## config.mk

```make
export PLATFORM = sky130hd
export DESIGN_NAME = pcie_fc_credit_mon_flat
export DESIGN_NICKNAME = d
export VERILOG_FILES = /design/src/rtl/pcie_fc_pkg.sv /design/src/rtl/pcie_fc_credit_mon_if.sv /design/src/rtl/pcie_fc_shadow_cnt.sv /design/src/rtl/pcie_fc_credit_mon.sv /design/src/flat_wrapper.sv
export SDC_FILE = /design/constraint.sdc
export NUM_CORES = 1
export LEC_CHECK = 0
export BUFFER_PORTS_ARGS = -buffer_cell sky130_fd_sc_hd__buf_4
export CORE_UTILIZATION = 50
export CTS_BUF_LIST = sky130_fd_sc_hd__clkbuf_8
export CTS_CLUSTER_DIAMETER = 150
export DETAILED_ROUTE_END_ITERATION = 6
export PLACE_DENSITY = 0.71
export SLEW_MARGIN = 20
export SYNTH_ARGS = -nofsm -noshare
export SYNTH_HDL_FRONTEND = slang
export SYNTH_SLANG_ARGS = --single-unit
```

## constraint.sdc

```tcl
create_clock -name pcie_user_clk -period 12.3 [get_ports pcie_user_clk]
set_input_delay 1.23 -clock pcie_user_clk [delete_from_list [all_inputs] [get_ports pcie_user_clk]]
set_output_delay 1.23 -clock pcie_user_clk [all_outputs]
set_load 0.1 [all_outputs]
```

## src/rtl/pcie_fc_pkg.sv

```systemverilog
// Shared constants for the PCIe flow-control credit monitor: fc_sel bank
// encodings, poll FSM states and credit field widths.
package pcie_fc_pkg;

    localparam logic [2:0] FC_SEL_RX = 3'b010;  // core reports consumed RX credits
    localparam logic [2:0] FC_SEL_TX = 3'b100;  // core reports available TX credits

    localparam int HDR_W   = 8;   // header credit counters
    localparam int DAT_W   = 12;  // data credit counters
    localparam int DCRED_W = 9;   // per-TLP data credit cost

    typedef enum logic {
        S_RX = 1'b0,
        S_TX = 1'b1
    } fc_state_e;

endpackage

```

## src/rtl/pcie_fc_credit_mon_if.sv

```systemverilog
// Bundle between the credit monitor, the PCIe core flow-control port and the
// TX arbiter. master = monitor side, slave = core/arbiter side.
interface pcie_fc_credit_mon_if;
    import pcie_fc_pkg::*;

    logic [DAT_W-1:0]   fc_cpld;
    logic [HDR_W-1:0]   fc_cplh;
    logic [DAT_W-1:0]   fc_npd;
    logic [HDR_W-1:0]   fc_nph;
    logic [DAT_W-1:0]   fc_pd;
    logic [HDR_W-1:0]   fc_ph;
    logic [2:0]         fc_sel;

    logic               tx_cpld_issue;
    logic [DCRED_W-1:0] tx_cpld_dcred;
    logic               tx_mrd_issue;
    logic               tx_mwr_issue;
    logic [DCRED_W-1:0] tx_mwr_dcred;

    logic               tx_cpld_gnt;
    logic               tx_mrd_gnt;
    logic               tx_mwr_gnt;
    logic               fc_sample_vld;

    modport master (
        input  fc_cpld, fc_cplh, fc_npd, fc_nph, fc_pd, fc_ph,
        input  tx_cpld_issue, tx_cpld_dcred, tx_mrd_issue, tx_mwr_issue, tx_mwr_dcred,
        output fc_sel, tx_cpld_gnt, tx_mrd_gnt, tx_mwr_gnt, fc_sample_vld
    );

    modport slave (
        output fc_cpld, fc_cplh, fc_npd, fc_nph, fc_pd, fc_ph,
        output tx_cpld_issue, tx_cpld_dcred, tx_mrd_issue, tx_mwr_issue, tx_mwr_dcred,
        input  fc_sel, tx_cpld_gnt, tx_mrd_gnt, tx_mwr_gnt, fc_sample_vld
    );

endinterface

```

## src/rtl/pcie_fc_shadow_cnt.sv

```systemverilog
// Shadow credit counter: optionally reloads from the core sample, then
// subtracts a debit with saturation at zero. The next-state value is exported
// so grants can be registered from it without an extra cycle of lag.
module pcie_fc_shadow_cnt #(
    parameter int DATA_W = 12
) (
    input  logic              clk,
    input  logic              rst,
    input  logic              load,
    input  logic [DATA_W-1:0] load_val,
    input  logic              debit,
    input  logic [DATA_W-1:0] debit_amt,
    output logic [DATA_W-1:0] cnt_nxt
);

    logic [DATA_W-1:0] cnt_q;
    logic [DATA_W-1:0] cnt_d;
    logic [DATA_W-1:0] base;

    function automatic logic [DATA_W-1:0] sat_sub(input logic [DATA_W-1:0] a,
                                                  input logic [DATA_W-1:0] b);
        return (a > b) ? (a - b) : '0;
    endfunction

    // Reload (when sampling) first, then apply any debit from the same cycle.
    always_comb begin
        base  = load ? load_val : cnt_q;
        cnt_d = debit ? sat_sub(base, debit_amt) : base;
    end

    assign cnt_nxt = cnt_d;

    // Counter register.
    always_ff @(posedge clk) begin
        if (rst) cnt_q <= '0;
        else     cnt_q <= cnt_d;
    end

endmodule

```

## src/rtl/pcie_fc_credit_mon.sv

```systemverilog
// PCIe flow-control credit monitor. Alternately polls the core's RX-consumed
// and TX-available credit banks, keeps locally debited TX shadow counters and
// drives registered CplD / MRd / MWr grants to the TX arbiter.
module pcie_fc_credit_mon
    import pcie_fc_pkg::*;
#(
    parameter int unsigned P_FC_SEL_LAT            = 2,
    parameter int unsigned P_RX_CONSTRAINT_FC_CPLD = 8,
    parameter int unsigned P_RX_CONSTRAINT_FC_CPLH = 8,
    parameter int unsigned P_TX_CONSTRAINT_FC_CPLD = 1,
    parameter int unsigned P_TX_CONSTRAINT_FC_CPLH = 1,
    parameter int unsigned P_TX_CONSTRAINT_FC_NPD  = 1,
    parameter int unsigned P_TX_CONSTRAINT_FC_NPH  = 1,
    parameter int unsigned P_TX_CONSTRAINT_FC_PD   = 32,
    parameter int unsigned P_TX_CONSTRAINT_FC_PH   = 1
) (
    input  logic                    pcie_user_clk,
    input  logic                    pcie_user_rst,
    pcie_fc_credit_mon_if.master    fc_if
);

    localparam int CNT_W = 4;  // dwell counter covers latencies up to 15
    localparam logic [CNT_W-1:0] LAT     = CNT_W'(P_FC_SEL_LAT);
    localparam logic [DAT_W-1:0] RX_CPLD = DAT_W'(P_RX_CONSTRAINT_FC_CPLD);
    localparam logic [HDR_W-1:0] RX_CPLH = HDR_W'(P_RX_CONSTRAINT_FC_CPLH);
    localparam logic [DAT_W-1:0] C_CPLD  = DAT_W'(P_TX_CONSTRAINT_FC_CPLD);
    localparam logic [HDR_W-1:0] C_CPLH  = HDR_W'(P_TX_CONSTRAINT_FC_CPLH);
    localparam logic [DAT_W-1:0] C_NPD   = DAT_W'(P_TX_CONSTRAINT_FC_NPD);
    localparam logic [HDR_W-1:0] C_NPH   = HDR_W'(P_TX_CONSTRAINT_FC_NPH);
    localparam logic [DAT_W-1:0] C_PD    = DAT_W'(P_TX_CONSTRAINT_FC_PD);
    localparam logic [HDR_W-1:0] C_PH    = HDR_W'(P_TX_CONSTRAINT_FC_PH);

    fc_state_e          state_q, state_d;
    logic [CNT_W-1:0]   cnt_q, cnt_d;
    logic [DAT_W-1:0]   rx_cpld_snap_q, rx_cpld_snap_d;
    logic [HDR_W-1:0]   rx_cplh_snap_q, rx_cplh_snap_d;
    logic               cpld_gnt_q, cpld_gnt_d;
    logic               mrd_gnt_q, mrd_gnt_d;
    logic               mwr_gnt_q, mwr_gnt_d;
    logic               capture, rx_cap, tx_cap;

    logic [DAT_W-1:0]   cpld_nxt, npd_nxt, pd_nxt;
    logic [HDR_W-1:0]   cplh_nxt, nph_nxt, ph_nxt;

    // Data debits are zero-extended to the data credit width.
    logic [DAT_W-1:0]   cpld_debit, mwr_debit;
    assign cpld_debit = {{(DAT_W-DCRED_W){1'b0}}, fc_if.tx_cpld_dcred};
    assign mwr_debit  = {{(DAT_W-DCRED_W){1'b0}}, fc_if.tx_mwr_dcred};

    assign capture = (cnt_q == LAT);
    assign rx_cap  = capture && (state_q == S_RX);
    assign tx_cap  = capture && (state_q == S_TX);

    // Poll FSM: dwell LAT+1 cycles per bank, sampling on the last one.
    always_comb begin
        state_d = state_q;
        cnt_d   = cnt_q + CNT_W'(1);
        if (capture) begin
            cnt_d   = '0;
            state_d = (state_q == S_RX) ? S_TX : S_RX;
        end
    end

    // Poll FSM registers.
    always_ff @(posedge pcie_user_clk) begin
        if (pcie_user_rst) begin
            state_q <= S_RX;
            cnt_q   <= '0;
        end else begin
            state_q <= state_d;
            cnt_q   <= cnt_d;
        end
    end

    pcie_fc_shadow_cnt #(.DATA_W(DAT_W)) u_cpld (
        .clk(pcie_user_clk), .rst(pcie_user_rst), .load(tx_cap), .load_val(fc_if.fc_cpld),
        .debit(fc_if.tx_cpld_issue), .debit_amt(cpld_debit), .cnt_nxt(cpld_nxt));
    pcie_fc_shadow_cnt #(.DATA_W(HDR_W)) u_cplh (
        .clk(pcie_user_clk), .rst(pcie_user_rst), .load(tx_cap), .load_val(fc_if.fc_cplh),
        .debit(fc_if.tx_cpld_issue), .debit_amt(HDR_W'(1)), .cnt_nxt(cplh_nxt));
    pcie_fc_shadow_cnt #(.DATA_W(DAT_W)) u_npd (
        .clk(pcie_user_clk), .rst(pcie_user_rst), .load(tx_cap), .load_val(fc_if.fc_npd),
        .debit(fc_if.tx_mrd_issue), .debit_amt(DAT_W'(1)), .cnt_nxt(npd_nxt));
    pcie_fc_shadow_cnt #(.DATA_W(HDR_W)) u_nph (
        .clk(pcie_user_clk), .rst(pcie_user_rst), .load(tx_cap), .load_val(fc_if.fc_nph),
        .debit(fc_if.tx_mrd_issue), .debit_amt(HDR_W'(1)), .cnt_nxt(nph_nxt));
    pcie_fc_shadow_cnt #(.DATA_W(DAT_W)) u_pd (
        .clk(pcie_user_clk), .rst(pcie_user_rst), .load(tx_cap), .load_val(fc_if.fc_pd),
        .debit(fc_if.tx_mwr_issue), .debit_amt(mwr_debit), .cnt_nxt(pd_nxt));
    pcie_fc_shadow_cnt #(.DATA_W(HDR_W)) u_ph (
        .clk(pcie_user_clk), .rst(pcie_user_rst), .load(tx_cap), .load_val(fc_if.fc_ph),
        .debit(fc_if.tx_mwr_issue), .debit_amt(HDR_W'(1)), .cnt_nxt(ph_nxt));

    // RX snapshots and grants, evaluated on next-state values so an issue or
    // sample in cycle N shows up in the grants at N+1.
    always_comb begin
        rx_cpld_snap_d = rx_cap ? fc_if.fc_cpld : rx_cpld_snap_q;
        rx_cplh_snap_d = rx_cap ? fc_if.fc_cplh : rx_cplh_snap_q;
        cpld_gnt_d = (cpld_nxt >= C_CPLD) && (cplh_nxt >= C_CPLH);
        mrd_gnt_d  = (npd_nxt >= C_NPD) && (nph_nxt >= C_NPH) &&
                     (rx_cpld_snap_d <= RX_CPLD) && (rx_cplh_snap_d <= RX_CPLH);
        mwr_gnt_d  = (pd_nxt >= C_PD) && (ph_nxt >= C_PH);
    end

    // Snapshot and grant registers.
    always_ff @(posedge pcie_user_clk) begin
        if (pcie_user_rst) begin
            rx_cpld_snap_q <= '0;
            rx_cplh_snap_q <= '0;
            cpld_gnt_q     <= 1'b0;
            mrd_gnt_q      <= 1'b0;
            mwr_gnt_q      <= 1'b0;
        end else begin
            rx_cpld_snap_q <= rx_cpld_snap_d;
            rx_cplh_snap_q <= rx_cplh_snap_d;
            cpld_gnt_q     <= cpld_gnt_d;
            mrd_gnt_q      <= mrd_gnt_d;
            mwr_gnt_q      <= mwr_gnt_d;
        end
    end

    assign fc_if.fc_sel        = (state_q == S_RX) ? FC_SEL_RX : FC_SEL_TX;
    assign fc_if.fc_sample_vld = tx_cap;
    assign fc_if.tx_cpld_gnt   = cpld_gnt_q;
    assign fc_if.tx_mrd_gnt    = mrd_gnt_q;
    assign fc_if.tx_mwr_gnt    = mwr_gnt_q;

endmodule

```

## src/flat_wrapper.sv

```systemverilog
// flat-port wrapper written by rule: the top's interface ports become plain ports
module pcie_fc_credit_mon_flat import pcie_fc_pkg::*;
#(
    parameter int unsigned P_FC_SEL_LAT            = 2,
    parameter int unsigned P_RX_CONSTRAINT_FC_CPLD = 8,
    parameter int unsigned P_RX_CONSTRAINT_FC_CPLH = 8,
    parameter int unsigned P_TX_CONSTRAINT_FC_CPLD = 1,
    parameter int unsigned P_TX_CONSTRAINT_FC_CPLH = 1,
    parameter int unsigned P_TX_CONSTRAINT_FC_NPD  = 1,
    parameter int unsigned P_TX_CONSTRAINT_FC_NPH  = 1,
    parameter int unsigned P_TX_CONSTRAINT_FC_PD   = 32,
    parameter int unsigned P_TX_CONSTRAINT_FC_PH   = 1
)
  (pcie_user_clk, pcie_user_rst, fc_if_fc_cpld, fc_if_fc_cplh, fc_if_fc_npd, fc_if_fc_nph, fc_if_fc_pd, fc_if_fc_ph, fc_if_tx_cpld_issue, fc_if_tx_cpld_dcred, fc_if_tx_mrd_issue, fc_if_tx_mwr_issue, fc_if_tx_mwr_dcred, fc_if_fc_sel, fc_if_tx_cpld_gnt, fc_if_tx_mrd_gnt, fc_if_tx_mwr_gnt, fc_if_fc_sample_vld);
  pcie_fc_credit_mon_if fc_if_i ();
  input  logic pcie_user_clk;
  input  logic pcie_user_rst;
  input wire logic [$bits(fc_if_i.fc_cpld)-1:0] fc_if_fc_cpld;
  input wire logic [$bits(fc_if_i.fc_cplh)-1:0] fc_if_fc_cplh;
  input wire logic [$bits(fc_if_i.fc_npd)-1:0] fc_if_fc_npd;
  input wire logic [$bits(fc_if_i.fc_nph)-1:0] fc_if_fc_nph;
  input wire logic [$bits(fc_if_i.fc_pd)-1:0] fc_if_fc_pd;
  input wire logic [$bits(fc_if_i.fc_ph)-1:0] fc_if_fc_ph;
  input wire logic [$bits(fc_if_i.tx_cpld_issue)-1:0] fc_if_tx_cpld_issue;
  input wire logic [$bits(fc_if_i.tx_cpld_dcred)-1:0] fc_if_tx_cpld_dcred;
  input wire logic [$bits(fc_if_i.tx_mrd_issue)-1:0] fc_if_tx_mrd_issue;
  input wire logic [$bits(fc_if_i.tx_mwr_issue)-1:0] fc_if_tx_mwr_issue;
  input wire logic [$bits(fc_if_i.tx_mwr_dcred)-1:0] fc_if_tx_mwr_dcred;
  output wire logic [$bits(fc_if_i.fc_sel)-1:0] fc_if_fc_sel;
  output wire logic [$bits(fc_if_i.tx_cpld_gnt)-1:0] fc_if_tx_cpld_gnt;
  output wire logic [$bits(fc_if_i.tx_mrd_gnt)-1:0] fc_if_tx_mrd_gnt;
  output wire logic [$bits(fc_if_i.tx_mwr_gnt)-1:0] fc_if_tx_mwr_gnt;
  output wire logic [$bits(fc_if_i.fc_sample_vld)-1:0] fc_if_fc_sample_vld;
  assign fc_if_i.fc_cpld = fc_if_fc_cpld;
  assign fc_if_i.fc_cplh = fc_if_fc_cplh;
  assign fc_if_i.fc_npd = fc_if_fc_npd;
  assign fc_if_i.fc_nph = fc_if_fc_nph;
  assign fc_if_i.fc_pd = fc_if_fc_pd;
  assign fc_if_i.fc_ph = fc_if_fc_ph;
  assign fc_if_i.tx_cpld_issue = fc_if_tx_cpld_issue;
  assign fc_if_i.tx_cpld_dcred = fc_if_tx_cpld_dcred;
  assign fc_if_i.tx_mrd_issue = fc_if_tx_mrd_issue;
  assign fc_if_i.tx_mwr_issue = fc_if_tx_mwr_issue;
  assign fc_if_i.tx_mwr_dcred = fc_if_tx_mwr_dcred;
  assign fc_if_fc_sel = fc_if_i.fc_sel;
  assign fc_if_tx_cpld_gnt = fc_if_i.tx_cpld_gnt;
  assign fc_if_tx_mrd_gnt = fc_if_i.tx_mrd_gnt;
  assign fc_if_tx_mwr_gnt = fc_if_i.tx_mwr_gnt;
  assign fc_if_fc_sample_vld = fc_if_i.fc_sample_vld;
  pcie_fc_credit_mon #(.P_FC_SEL_LAT(P_FC_SEL_LAT), .P_RX_CONSTRAINT_FC_CPLD(P_RX_CONSTRAINT_FC_CPLD), .P_RX_CONSTRAINT_FC_CPLH(P_RX_CONSTRAINT_FC_CPLH), .P_TX_CONSTRAINT_FC_CPLD(P_TX_CONSTRAINT_FC_CPLD), .P_TX_CONSTRAINT_FC_CPLH(P_TX_CONSTRAINT_FC_CPLH), .P_TX_CONSTRAINT_FC_NPD(P_TX_CONSTRAINT_FC_NPD), .P_TX_CONSTRAINT_FC_NPH(P_TX_CONSTRAINT_FC_NPH), .P_TX_CONSTRAINT_FC_PD(P_TX_CONSTRAINT_FC_PD), .P_TX_CONSTRAINT_FC_PH(P_TX_CONSTRAINT_FC_PH)) u_core (.pcie_user_clk(pcie_user_clk), .pcie_user_rst(pcie_user_rst), .fc_if(fc_if_i));
endmodule
```

After elaboration in Yosys (flattened, before gate mapping)
Index checks and enable logic that the tools add are counted.
W data, S select, Z words.
- register bits after elaboration: 88
- input port bits: 83
- eq/ne operators: 1
- add/subtract/negate cells: 7
- reductions and logical operators: 8
- bitwise gates (word level): 1
- order comparisons: 14
- muxes and demuxes: 22
- operators with widths (operator ; number):
    $mux W12 ; 10
    $mux W8 ; 10
    $ge A12 B1 Y1 const B ; 2
    $ge A8 B1 Y1 const B ; 3
    $gt A12 B9 Y1 ; 2
    $gt A8 B1 Y1 const B ; 3
    $sub A12 B9 Y12 ; 2
    $sub A8 B1 Y8 const B ; 3
    $ge A12 B6 Y1 const B ; 1
    $gt A12 B1 Y1 const B ; 1
    $le A12 B4 Y1 const B ; 1
    $sub A12 B1 Y12 const B ; 1
    $le A8 B4 Y1 const B ; 1
    $logic_and A1 B1 Y1 ; 7
    $add A4 B1 Y4 const B ; 1
    $eq A4 B2 Y1 const B ; 1
    $mux W3 ; 1
    $reduce_or A2 Y1 ; 1
    $mux W1 ; 1
    $not A1 Y1 ; 1

Logic depth before layout (Yosys ltp)
Gate-level depths: netlist of run 1.
- word-level depth: 10
- gate-level depth with buffers: 19
- gate-level depth less buffers: 14

Modules after synthesis
A second synthesis of run 1 with hierarchy kept.
- cell total of the unflattened synthesis: 1012
- area, all modules: 8182.8 µm²
- by module, submodules not included (module ; area an instance (µm²) ; cells each ; times used ; seq. area each (µm²)):
    pcie_fc_shadow_cnt at u_core.u_npd ... ; 1360.1 ; 178 ; 2 ; 240.2
    pcie_fc_shadow_cnt at u_core.u_cplh ... ; 915.9 ; 109 ; 2 ; 160.2
    pcie_fc_shadow_cnt at u_core.u_cpld ; 1405.1 ; 170 ; 1 ; 240.2
    pcie_fc_credit_mon ; 1251.2 ; 154 ; 1 ; 560.5
    pcie_fc_shadow_cnt at u_core.u_ph ; 974.7 ; 114 ; 1 ; 160.2

Worst setup path after synthesis of run 1
OpenSTA, ideal clock, no wires.
- kind: register to register
- from: register u_core.cnt_q[0]
- to: register u_core.cpld_gnt_q (netlist: u_core.fc_if.tx_cpld_gnt)
- slack: 8.282 ns
- clock period less this slack: 4.018 ns
- data arrival time: 3.888 ns
- stages on the path, launching flop included: 20
- path buffers: 5
- cells stage by stage: dfxtp_1 -> inv_1 -> ha_1 -> nand4bb_4 -> buf_12 -> inv_2 -> buf_4 -> buf_2 -> buf_2 -> nand2_1 -> nand2_1 -> ha_1 -> nand4_1 -> o32a_1 -> o21a_1 -> o31a_1 -> buf_2 -> a22oi_1 -> nor4bb_1 -> a31oi_1
- longest elaborated chain between the ends: 8
- elaborated cells on any way between the ends: 15
- classes of those cells: 2 x add/sub; 4 x order compare; 1 x eq/ne; 6 x mux; 2 x reduce/logical
- ends and longest elaborated chain (item ; line ; source):
    start: declaration ; pcie_fc_credit_mon.sv:34 ; logic [CNT_W-1:0] cnt_q, cnt_d;
    start signal: assignment ; pcie_fc_credit_mon.sv:71 ; cnt_q <= cnt_d;
    $eq A4 B2 Y1 * ; pcie_fc_credit_mon.sv:50 ; assign capture = (cnt_q == LAT);
    $logic_and A1 B1 Y1 * ; pcie_fc_credit_mon.sv:52 ; assign tx_cap = capture && (state_q == S_TX);
    net fc_if_fc_sample_vld ; flat_wrapper.sv:33 ; output wire logic [$bits(fc_if_i.fc_sample_vld)-1:0] fc_if_fc_sample_vld;
    $mux W12 / $mux W8 (equally long branches) ; pcie_fc_shadow_cnt.sv:27 ; base = load ? load_val : cnt_q;
    $sub A12 B9 Y12 (tied with other cells) ; pcie_fc_shadow_cnt.sv:22 ; return (a > b) ? (a - b) : '0;
    $mux W12 / $mux W8 (equally long branches) ; pcie_fc_shadow_cnt.sv:22 ;
    $mux W12 / $mux W8 (equally long branches) ; pcie_fc_shadow_cnt.sv:28 ; cnt_d = debit ? sat_sub(base, debit_amt) : base;
    $ge A12 B1 Y1 / $ge A8 B1 Y1 (equally long branches) ; pcie_fc_credit_mon.sv:99 ; cpld_gnt_d = (cpld_nxt >= C_CPLD) && (cplh_nxt >= C_CPLH);
    $logic_and A1 B1 Y1 * ; pcie_fc_credit_mon.sv:99 ;
    end signal: assignment ; pcie_fc_credit_mon.sv:116 ; cpld_gnt_q <= cpld_gnt_d;
    end: declaration ; pcie_fc_credit_mon.sv:37 ; logic cpld_gnt_q, cpld_gnt_d;
Mark *: on every way through the listed nets, which the timed path passes. The rest lies on a longest branch.
A chain may end at the register's enable or synchronous reset.

Final worst setup path of run 1
- from: register u_core.cnt_q[0]
- to: register u_core.cpld_gnt_q (netlist: u_core.fc_if.tx_cpld_gnt)
- longest elaborated chain between the ends: 8
- elaborated cells on any way between the ends: 15
- classes of those cells: 2 x add/sub; 4 x order compare; 1 x eq/ne; 6 x mux; 2 x reduce/logical
- ends and longest elaborated chain (item ; line):
    $eq A4 B2 Y1 * ; pcie_fc_credit_mon.sv:50
    $logic_and A1 B1 Y1 * ; pcie_fc_credit_mon.sv:52
    $mux W12 / $mux W8 (equally long branches) ; pcie_fc_shadow_cnt.sv:27
    $sub A12 B9 Y12 (tied with other cells) ; pcie_fc_shadow_cnt.sv:22
    $mux W12 / $mux W8 (equally long branches) ; pcie_fc_shadow_cnt.sv:22
    $mux W12 / $mux W8 (equally long branches) ; pcie_fc_shadow_cnt.sv:28
    $ge A12 B1 Y1 / $ge A8 B1 Y1 (equally long branches) ; pcie_fc_credit_mon.sv:99
    $logic_and A1 B1 Y1 * ; pcie_fc_credit_mon.sv:99
Mark *: on every way between the ends. The rest lies on a longest branch, timed or not.

==> results of run 1 <==
## power by group through the flow
stage	clock network (µW)	logic, µW	registers (µW)
3_3_place_gp	0	832	422
5_1_grt	250	962	428
2_1_floorplan	0	654	441
6_report	235	869	420
4_1_cts	238	860	419
3_5_place_dp	0	851	425
## sequential cells by signal, indices dropped and copies added, names as in the netlist, 8 cells and up
signal	flops
u_core.rx_cpld_snap_q	12
u_core.rx_cplh_snap_q	8
u_core.u_cpld.cnt_q	12
u_core.u_cplh.cnt_q	8
u_core.u_npd.cnt_q	12
u_core.u_nph.cnt_q	8
u_core.u_pd.cnt_q	12
u_core.u_ph.cnt_q	8
## cells by family (layout without fill, tap and decap cells)
logic type / Yosys count / count (layout) / synth area share [%]
buffers and inverters: 82 / 150 / 5.949
other: 1 / 1 / 0.05943
multiplexers: 57 / 57 / 9.796
flip-flops: 88 / 88 / 27.92
AO/OA/AOI/OAI: 164 / 164 / 17.81
AND/OR/NAND/NOR: 334 / 334 / 26.47
XOR/XNOR: 41 / 41 / 5.810
adder cells (fa/ha/maj): 30 / 30 / 6.187
## per-stage QoR
stage | setup slack, ns | hold WS (ns) | std cells
2_1_floorplan | 8.282 | 0.4308 | 797
3_3_place_gp | 7.568 | 0.4405 | 1017
3_5_place_dp | 7.308 | 0.4428 | 1017
4_1_cts | 7.280 | 0.4560 | 1033
5_1_grt | 6.784 | 0.4752 | 1033
6_report | 7.201 | 0.4555 | 1033
## worst max-delay path, delay by kind of cell, from the launching register on
kind | cells | cell delay [ns]
flip-flops | 1 | 0.34
adder cells (fa/ha/maj) | 2 | 0.57
AO/OA/AOI/OAI | 6 | 1.53
multiplexers | 1 | 0.33
buffers and inverters | 3 | 1.21
AND/OR/NAND/NOR | 2 | 0.98
## per-layer routing
metal / GRT usage (%) / vias up / routed length [µm]
met3: 3.335 / 29 / 763
met4: 11.26 / 0 / 343
met5: 0 / - / 0
met1: 32.52 / 2842 / 7346
met2: 43.88 / 188 / 7944
li1: - / 2985 / -
## final cells by class
class	count	area (µm²)	share of cell area [%]
sequential	88	1762	24.42
multi-input combinational	627	4173	57.85
inverter	44	165.2	2.290
timing repair buffer	90	675.6	9.367
clock buffer	10	137.6	1.908
tap	168	210.2	2.914
clock inverter	6	90.09	1.249
## worst paths after layout
check	slack, ns	cells past startpoint	end
worst max-delay path	7.20	14	u_core.fc_if.tx_cpld_gnt$_SDFF_PP0_
worst min-delay path	0.46	2	u_core.rx_cpld_snap_q[9]$_SDFF_PP0_
worst max register to register	7.20	14	u_core.fc_if.tx_cpld_gnt$_SDFF_PP0_
worst min register to register	0.46	2	u_core.rx_cpld_snap_q[9]$_SDFF_PP0_
## placed cells by master, fill, tap and decap left out, types with 12 or more instances in the layout
cell type and n:
nor2_1 82, mux2i_1 50, o21ai_0 19, nand2_1 100
xor2_1 19, buf_4 90, nand3_1 16, a211oi_1 18
xnor2_1 21, and3_1 12, nand4_1 14, nor3_1 32
inv_1 43, dfxtp_1 88, nor4_1 16, a21oi_1 51
ha_1 28
==> flow_metrics.py, run 1 <==
metrics = {
    "grt": {
        "antenna_found_initial": 0,
        "first_global_vias": 5808,
        "grt_pass1_wl_mm": 27.07,
        "track_usage_pct": 25.73,
        "grt_overflow": 0,
        "grt_max_degree": 55,
    },
    "synthesis": {
        "async_reset_ff_share_pct": 0,
        "synth_cells": 797,
        "synth_ff_type": "dfxtp_1",
        "ys_warn_count": 0,
        "syn_area_um2": 6310,
        "synthTopCellsByArea": "dfxtp_1 28%, mux2i_1 7.9%, nand2_1 5.9%",
        "synth_top_cell_by_area": "dfxtp_1",
        "synth_top_area_share_pct": 27.92,
        "synth.most_common_cell": "nand2_1",
        "yosys.cell_types.count": 81,
        "synth_nets": 910,
        "synth-seq-area-share_pct": 27.92,
        "avgSynthCellArea_um2": 7.917,
        "synth_common_cells": "100 x nand2_1, 88 x dfxtp_1, 82 x nor2_1",
        "ys_ff_latch": 88,
        "synth_edf_count": 0,
    },
    "timing": {
        "fin_setup_tns_ns": 0,
        "fin_crit_sh_pct": 41.45,
        "final.setup_skew_ns": 0.01003,
        "drv_slew": 0,
        "rsz0062_at_grt": "false",
        "fmax_mhz": 196.1,
        "min_period_ns": 5.099,
        "setup_viol": 0,
        "slew_headroom_pct": 30.20,
        "worstMarginPinSlew_ns": 1.046,
        "finalHoldViolCount": 0,
    },
    "clock_tree": {
        "clock_latency_ns": 0.38,
        "ctsLongestPathBuffers": 2,
        "cts_setup_buffers": 0,
        "clock-sinks": 88,
        "path_clk_slew_ns": 0.09,
        "cts_hold_buffers": 0,
        "cts-htree-levels": 3,
        "cts_resized": 0,
        "root_buffer": "clkbuf_8",
        "cts_inserted_buffers": 9,
        "cts_tree": "done",
    },
    "power": {
        "pwr-share-seq_pct": 27.6,
        "power_uw": 1524,
        "p_per_area_nw_per_um2": 211.3,
        "power_leakage_uw": 0.003261,
        "switching_share_pct": 44.53,
        "combPwrFrac_pct": 57.0,
        "vdd_ir_drop_max_v": 0.00007533,
        "p_switching_uw": 678.7,
        "power.internal_uw": 845.4,
        "clkPwrFrac_pct": 15.4,
    },
    "detailed_routing": {
        "ant_nets": 0,
        "viasPerCell": 5.851,
        "drt-initial-drc-count": 429,
        "drt-pass1-iter-count": 5,
        "wirelength_mm": 16.40,
        "drc_errors": 0,
        "wl_per_cell_um": 15.87,
        "vias": 6044,
    },
    "layout": {
        "drive_above_1_share_pct": 15.49,
        "finalNetCount": 973,
        "areaGrowthSynthToFinish_pct": 14.32,
        "antenna_cells": 0,
        "stdcell_area_um2": 7213,
        "final_util_pct": 59.31,
        "fill_cells": 1120,
    },
    "placement": {
        "dp_hpwl_mm": 11.89,
        "place_area_um2": 6985,
        "port_buffers": 88,
        "routabilityCongestion": 0.9198,
    },
    "floorplanning": {
        "start_util_pct": 51.88,
        "die_y_um": 114.3,
        "design.core.area_um2": 12160,
        "boundaryPins": 90,
        "die_w_um": 114.3,
        "placementRows": 40,
        "dieArea_um2": 13070,
    },
    "critical_path": {
        "worstPathArrival_ns": 5.36,
        "endpoint_kind": "flop",
        "worstSetupPathType": "reg2reg",
        "cp-startpoint": "u_core.cnt_q[0]$_SDFF_PP0_",
        "crit_slowest_cell": "inv_2",
        "path_cells": "inv_1, ha_1, nand4bb_4, inv_2, mux2i_1, inv_1, ha_1, a211oi_1, o21ai_0, o21a_1, o31a_1, a22oi_1, nor4bb_1, a31oi_1",
        "critPathMaxStageDelay_ns": 1.04,
        "critPathMaxFanout": 46,
        "cp-start-kind": "flop",
        "timing.rr.start": "u_core.cnt_q[0]$_SDFF_PP0_",
        "cp.required_ns": 12.56,
    },
    "hold_path": {
        "hold_class": "reg2reg",
        "holdCritStartpoint": "u_core.rx_cpld_snap_q[9]$_SDFF_PP0_",
    },
    "outcome": {
        "status": "completed",
    },
    "run": {
        "maxCapViolCount": 0,
    },
}
(Power assumes the default switching activity.)
==> run 2, diff against run 1 <==
==> constraint.sdc (replaced) <==
create_clock -name pcie_user_clk -period 5.03 [get_ports pcie_user_clk]
set_input_delay 0.503 -clock pcie_user_clk [delete_from_list [all_inputs] [get_ports pcie_user_clk]]
set_output_delay 0.503 -clock pcie_user_clk [all_outputs]
set_load 0.1 [all_outputs]
==> flow_metrics.py, run 2 (synthesized netlist as in run 1, its figures left out) <==
metrics = {
    "clock_tree": {
        "cts_hold_buffers": 0,
        "path_clk_slew_ns": 0.09,
        "root_buffer": "clkbuf_8",
        "cts_inserted_buffers": 9,
        "cts-htree-levels": 3,
        "ctsLongestPathBuffers": 2,
        "cts_resized": 0,
        "cts_setup_buffers": 0,
        "clock_latency_ns": 0.37,
        "clock-sinks": 88,
        "cts_tree": "done",
    },
    "grt": {
        "grt_max_degree": 55,
        "first_global_vias": 5744,
        "antenna_found_initial": 0,
        "grt_pass1_wl_mm": 26.91,
        "track_usage_pct": 25.54,
        "grt_overflow": 0,
    },
    "detailed_routing": {
        "vias": 5950,
        "wl_per_cell_um": 15.66,
        "wirelength_mm": 16.22,
        "viasPerCell": 5.743,
        "drc_errors": 0,
        "drt-initial-drc-count": 558,
        "ant_nets": 0,
        "drt-pass1-iter-count": 5,
    },
    "critical_path": {
        "crit_slowest_cell": "o31a_1",
        "path_cells": "inv_1, ha_1, nand4bb_4, inv_2, mux2i_1, inv_1, ha_1, nand4_1, o32a_1, o21a_1, o31a_1, a22oi_1, nor4bb_1, a31oi_1",
        "crit_buf_inv": 3,
        "cp.required_ns": 5.27,
        "worstPathArrival_ns": 4.22,
        "critPathMaxFanout": 19,
        "cp-startpoint": "u_core.cnt_q[0]$_SDFF_PP0_",
        "cp-start-kind": "flop",
        "critPathMaxStageDelay_ns": 0.45,
        "worstSetupPathType": "reg2reg",
        "endpoint_kind": "flop",
        "critPathTopFamily": "compound AO/OA/AOI/OAI gates",
        "timing.rr.start": "u_core.cnt_q[0]$_SDFF_PP0_",
    },
    "layout": {
        "finalNetCount": 976,
        "final_util_pct": 59.43,
        "drive_above_1_share_pct": 15.67,
        "areaGrowthSynthToFinish_pct": 14.55,
        "antenna_cells": 0,
        "fill_cells": 1163,
        "fin_cells": 1036,
        "mostFrequentLayoutCell": "nand2_1",
        "mostFrequentLayoutCells": "100 x nand2_1, 93 x buf_4, 88 x dfxtp_1",
        "stdcell_area_um2": 7228,
    },
    "timing": {
        "min_period_ns": 3.976,
        "finalHoldViolCount": 0,
        "fin_setup_tns_ns": 0,
        "slew_headroom_pct": 52.58,
        "final.setup_skew_ns": 0.006870,
        "fin_crit_sh_pct": 79.05,
        "drv_slew": 0,
        "rsz0062_at_grt": "false",
        "worstMarginPinSlew_ns": 0.7096,
        "setup_viol": 0,
        "fmax_mhz": 251.5,
    },
    "hold_path": {
        "hold_class": "in2reg",
        "holdCritStartpoint": "fc_if_fc_cpld[1]",
    },
    "floorplanning": {
        "start_util_pct": 51.88,
        "boundaryPins": 90,
        "placementRows": 40,
        "die_y_um": 114.3,
        "dieArea_um2": 13070,
        "design.core.area_um2": 12160,
        "die_w_um": 114.3,
    },
    "placement": {
        "dpl.cell_count": 1020,
        "routabilityCongestion": 0.9167,
        "dp_hpwl_mm": 12.19,
        "port_buffers": 88,
        "place_area_um2": 7008,
    },
    "run": {
        "maxCapViolCount": 0,
    },
    "power": {
        "p_per_area_nw_per_um2": 512.5,
        "power_leakage_uw": 0.003270,
        "vdd_ir_drop_max_v": 0.0001998,
    },
    "outcome": {
        "status": "completed",
    },
}
==> run 2: path summary, 6_finish.rpt <==
kind | cells past startpoint | slack [ns] | end
worst max-delay path | 14 | 1.05 | u_core.fc_if.tx_cpld_gnt$_SDFF_PP0_
worst min-delay path | 3 | 0.39 | u_core.rx_cpld_snap_q[1]$_SDFF_PP0_
worst max register to register | 14 | 1.05 | u_core.fc_if.tx_cpld_gnt$_SDFF_PP0_
worst min register to register | 2 | 0.46 | u_core.rx_cplh_snap_q[4]$_SDFF_PP0_
==> run 2: through the flow <==
step,hold WS (ns),power [µW],setup slack (ns)
after floorplan,0.4308,2676,1.012
after detailed placement,0.4469,3130,1.123
after CTS,0.3644,3695,1.119
final,0.3900,3704,1.054
after global routing,0.3683,3992,0.8140
after global placement,0.4393,3081,1.277
==> run 2: area by class of cell <==
class	instances	area, µm²	area share, %
Clock inverter	7	96.34	1.333
Inverter	44	165.2	2.285
Clock buffer	9	123.9	1.714
Tap cell	168	210.2	2.908
Sequential cell	88	1762	24.37
Timing Repair Buffer	93	698.2	9.659
Multi-Input combinational cell	627	4173	57.73
==> run 2: tightest hold or removal path, delay by kind of cell <==
family                 cells  cell delay [ns]
AND/OR/NAND/NOR            1             0.05
AO/OA/AOI/OAI              1             0.05
buffers and inverters      1             0.12
==> run 2: metal layers <==
metal / vias up / global-route usage [%] / part of all wire (%)
met1: 2754 / 32.64 / 45
met4: 0 / 8.831 / 1.8
li1: 2999 / - / -
met5: - / 0 / 0
met3: 26 / 4.500 / 4.7
met2: 171 / 43.27 / 48
==> run 2: report_power, final <==
part | internal, µW | switching [µW]
sequential | 895 | 136
clock | 280 | 268
combinational | 879 | 1250
total | 2050 | 1650
==> run 3, diff against run 2 <==
--- a/config.mk
+++ b/config.mk
@@ -5,6 +5,7 @@
 export SDC_FILE = /design/constraint.sdc
 export NUM_CORES = 1
 export LEC_CHECK = 0
+export ABC_AREA = 1
 export BUFFER_PORTS_ARGS = -buffer_cell sky130_fd_sc_hd__buf_4
 export CORE_UTILIZATION = 50
 export CTS_BUF_LIST = sky130_fd_sc_hd__clkbuf_8
==> constraint.sdc (replaced) <==
create_clock -name pcie_user_clk -period 4 [get_ports pcie_user_clk]
set_input_delay 0.4 -clock pcie_user_clk [delete_from_list [all_inputs] [get_ports pcie_user_clk]]
set_output_delay 0.4 -clock pcie_user_clk [all_outputs]
set_load 0.1 [all_outputs]
==> flow_metrics.py, run 3 <==
metrics = {
    "synthesis": {
        "avgSynthCellArea_um2": 6.319,
        "synthTopCellsByArea": "dfxtp_1 28%, nand2_1 17%, nor2_1 9.4%",
        "synth_edf_count": 0,
        "synth.most_common_cell": "nand2_1",
        "synth_cells": 991,
        "synth_nets": 1104,
        "syn_area_um2": 6262,
        "synth_top_area_share_pct": 28.13,
        "synth_ff_type": "dfxtp_1",
        "ys_warn_count": 0,
        "yosys.cell_types.count": 46,
        "synth-seq-area-share_pct": 28.13,
        "async_reset_ff_share_pct": 0,
        "synth_common_cells": "287 x nand2_1, 157 x nor2_1, 133 x inv_1",
        "ys_ff_latch": 88,
        "synth_top_cell_by_area": "dfxtp_1",
    },
    "placement": {
        "port_buffers": 88,
        "place_area_um2": 6965,
        "dp_hpwl_mm": 10.68,
        "routabilityCongestion": 0.8705,
        "dp_slack_ns": 0.5411,
    },
    "clock_tree": {
        "cts_setup_buffers": 0,
        "cts-htree-levels": 3,
        "ctsLongestPathBuffers": 2,
        "root_buffer": "clkbuf_8",
        "cts_resized": 0,
        "clock_latency_ns": 0.36,
        "clock-sinks": 88,
        "cts_tree": "done",
        "cts_inserted_buffers": 9,
        "path_clk_slew_ns": 0.09,
        "cts_hold_buffers": 0,
    },
    "floorplanning": {
        "die_y_um": 113.9,
        "boundaryPins": 90,
        "design.core.area_um2": 12110,
        "placementRows": 40,
        "die_w_um": 113.9,
        "dieArea_um2": 12980,
        "start_util_pct": 51.70,
    },
    "critical_path": {
        "cp-start-kind": "flop",
        "cp.required_ns": 4.27,
        "endpoint_kind": "flop",
        "worstPathArrival_ns": 3.71,
        "critPathMaxFanout": 30,
        "worstSetupPathType": "reg2reg",
    },
    "layout": {
        "mostFrequentLayoutCells": "287 x nand2_1, 157 x nor2_1, 133 x inv_1",
        "areaGrowthSynthToFinish_pct": 13.97,
        "stdcell_area_um2": 7137,
        "antenna_cells": 0,
        "drive_above_1_share_pct": 15.54,
        "mostFrequentLayoutCell": "nand2_1",
        "finalNetCount": 1176,
    },
    "outcome": {
        "status": "completed",
    },
    "detailed_routing": {
        "drt-initial-drc-count": 355,
        "drt-pass1-iter-count": 5,
        "ant_nets": 0,
        "vias": 5970,
        "wirelength_mm": 14.07,
        "wl_per_cell_um": 11.39,
        "viasPerCell": 4.830,
        "drc_errors": 0,
    },
    "run": {
        "maxCapViolCount": 0,
    },
    "grt": {
        "first_global_vias": 5338,
        "grt_max_degree": 80,
        "track_usage_pct": 23.02,
        "grt_overflow": 0,
        "grt_pass1_wl_mm": 24.04,
        "antenna_found_initial": 0,
    },
    "timing": {
        "fmax_mhz": 290.5,
        "setup_viol": 0,
        "finalHoldViolCount": 0,
        "rsz0062_at_grt": "false",
        "fin_setup_tns_ns": 0,
        "worstMarginPinSlew_ns": 0.8341,
        "fin_crit_sh_pct": 86.05,
        "final.setup_skew_ns": 0.008223,
        "slew_headroom_pct": 44.39,
        "drv_slew": 0,
        "worst_slack_ns": 0.5579,
        "min_period_ns": 3.442,
    },
    "hold_path": {
        "hold_class": "in2reg",
    },
    "power": {
        "p_per_area_nw_per_um2": 637.4,
        "vdd_ir_drop_max_v": 0.0003602,
        "power_leakage_uw": 0.004010,
    },
}
==> run 3: cell count changes in the layout (fill, tap and decap cells not counted), sizes merged, moves of 15 or more <==
cell / before / now
a211oi: 19 / 4
a21oi: 51 / 33
inv: 46 / 135
mux2i: 55 / 16
nand2: 100 / 300
nand3: 16 / 63
nand4: 14 / 30
nor2: 82 / 170
nor3: 32 / 8
nor4: 16 / 0
o21ai: 21 / 43
xnor2: 22 / 5
==> run 3: logic make-up after synthesis <==
kind of cell	Yosys count	share of synthesized area (%)
other cells	1	0.05988
xor+xnor	10	1.399
flops	88	28.13
fa+ha+maj	30	6.234
buf+inv	167	11.43
simple gates	584	40.90
compound gates	95	9.291
mux	16	2.557
==> run 3: power by group <==
part	switching (µW)	leakage [µW]	internal, µW
combinational	1820	0.00320	978
clock	331	0.0000854	226
sequential	66.6	0.000721	1130
==> run 3: worst paths after layout <==
kind	end	slack, ns	cells past startpoint	from
max	u_core.fc_if.tx_mwr_gnt$_SDFF_PP0_	0.56	21	u_core.cnt_q[0]$_SDFF_PP0_
max reg2reg	u_core.fc_if.tx_mwr_gnt$_SDFF_PP0_	0.56	21	u_core.cnt_q[0]$_SDFF_PP0_
min reg2reg	u_core.cnt_q[0]$_SDFF_PP0_	0.48	1	u_core.cnt_q[0]$_SDFF_PP0_
min	u_core.rx_cpld_snap_q[11]$_SDFF_PP0_	0.31	3	fc_if_fc_cpld[11]
==> run 3: metrics by stage <==
step	power, µW	utilization, %	hold WS, ns	instances
after floorplan	3490	-	0.4297	991
after global placement	3976	57.51	0.4463	1220
after detailed placement	3997	57.51	0.4666	1220
after CTS	4561	58.93	0.2976	1236
after global routing	5056	58.93	0.3050	1236
final	4549	58.93	0.3081	1236
==> run 3: routing by layer <==
| layer | vias to the layer above | track usage [%] | part of all wire [%] |
|---|---|---|---|
| met5 | - | 0 | 0 |
| met4 | 0 | 7.186 | 1.6 |
| met3 | 16 | 3.666 | 4.1 |
| met2 | 116 | 37.60 | 44 |
| met1 | 2583 | 31.18 | 50 |
| li1 | 3255 | - | - |
==> run 3: cell type report <==
type / instances / area, µm²
repair buffers: 94 / 705.7
flip-flops and latches: 88 / 1762
clock buffers: 9 / 123.9
well taps: 168 / 210.2
fillers: 1219 / 4975
multi-input cells: 736 / 3785
inverters: 134 / 503.0
clock inverters: 7 / 47.55
==> run 3: critical path: stages (launching register included) <==
cell and delay (ns):
dfxtp_1 0.38, inv_1 0.06, ha_1 0.24, nand3_4 0.31
inv_2 0.24, or2_2 0.32, o21ai_1 0.11, inv_1 0.07
ha_1 0.34, a21oi_1 0.17, a21boi_0 0.18, nand2_1 0.09
nand2_1 0.11, nand2_1 0.06, nand2_1 0.08, nand3_1 0.13
nand2_1 0.12, inv_1 0.04, nor2_1 0.08, nand2_1 0.05
nor2_1 0.09, nor2_1 0.05
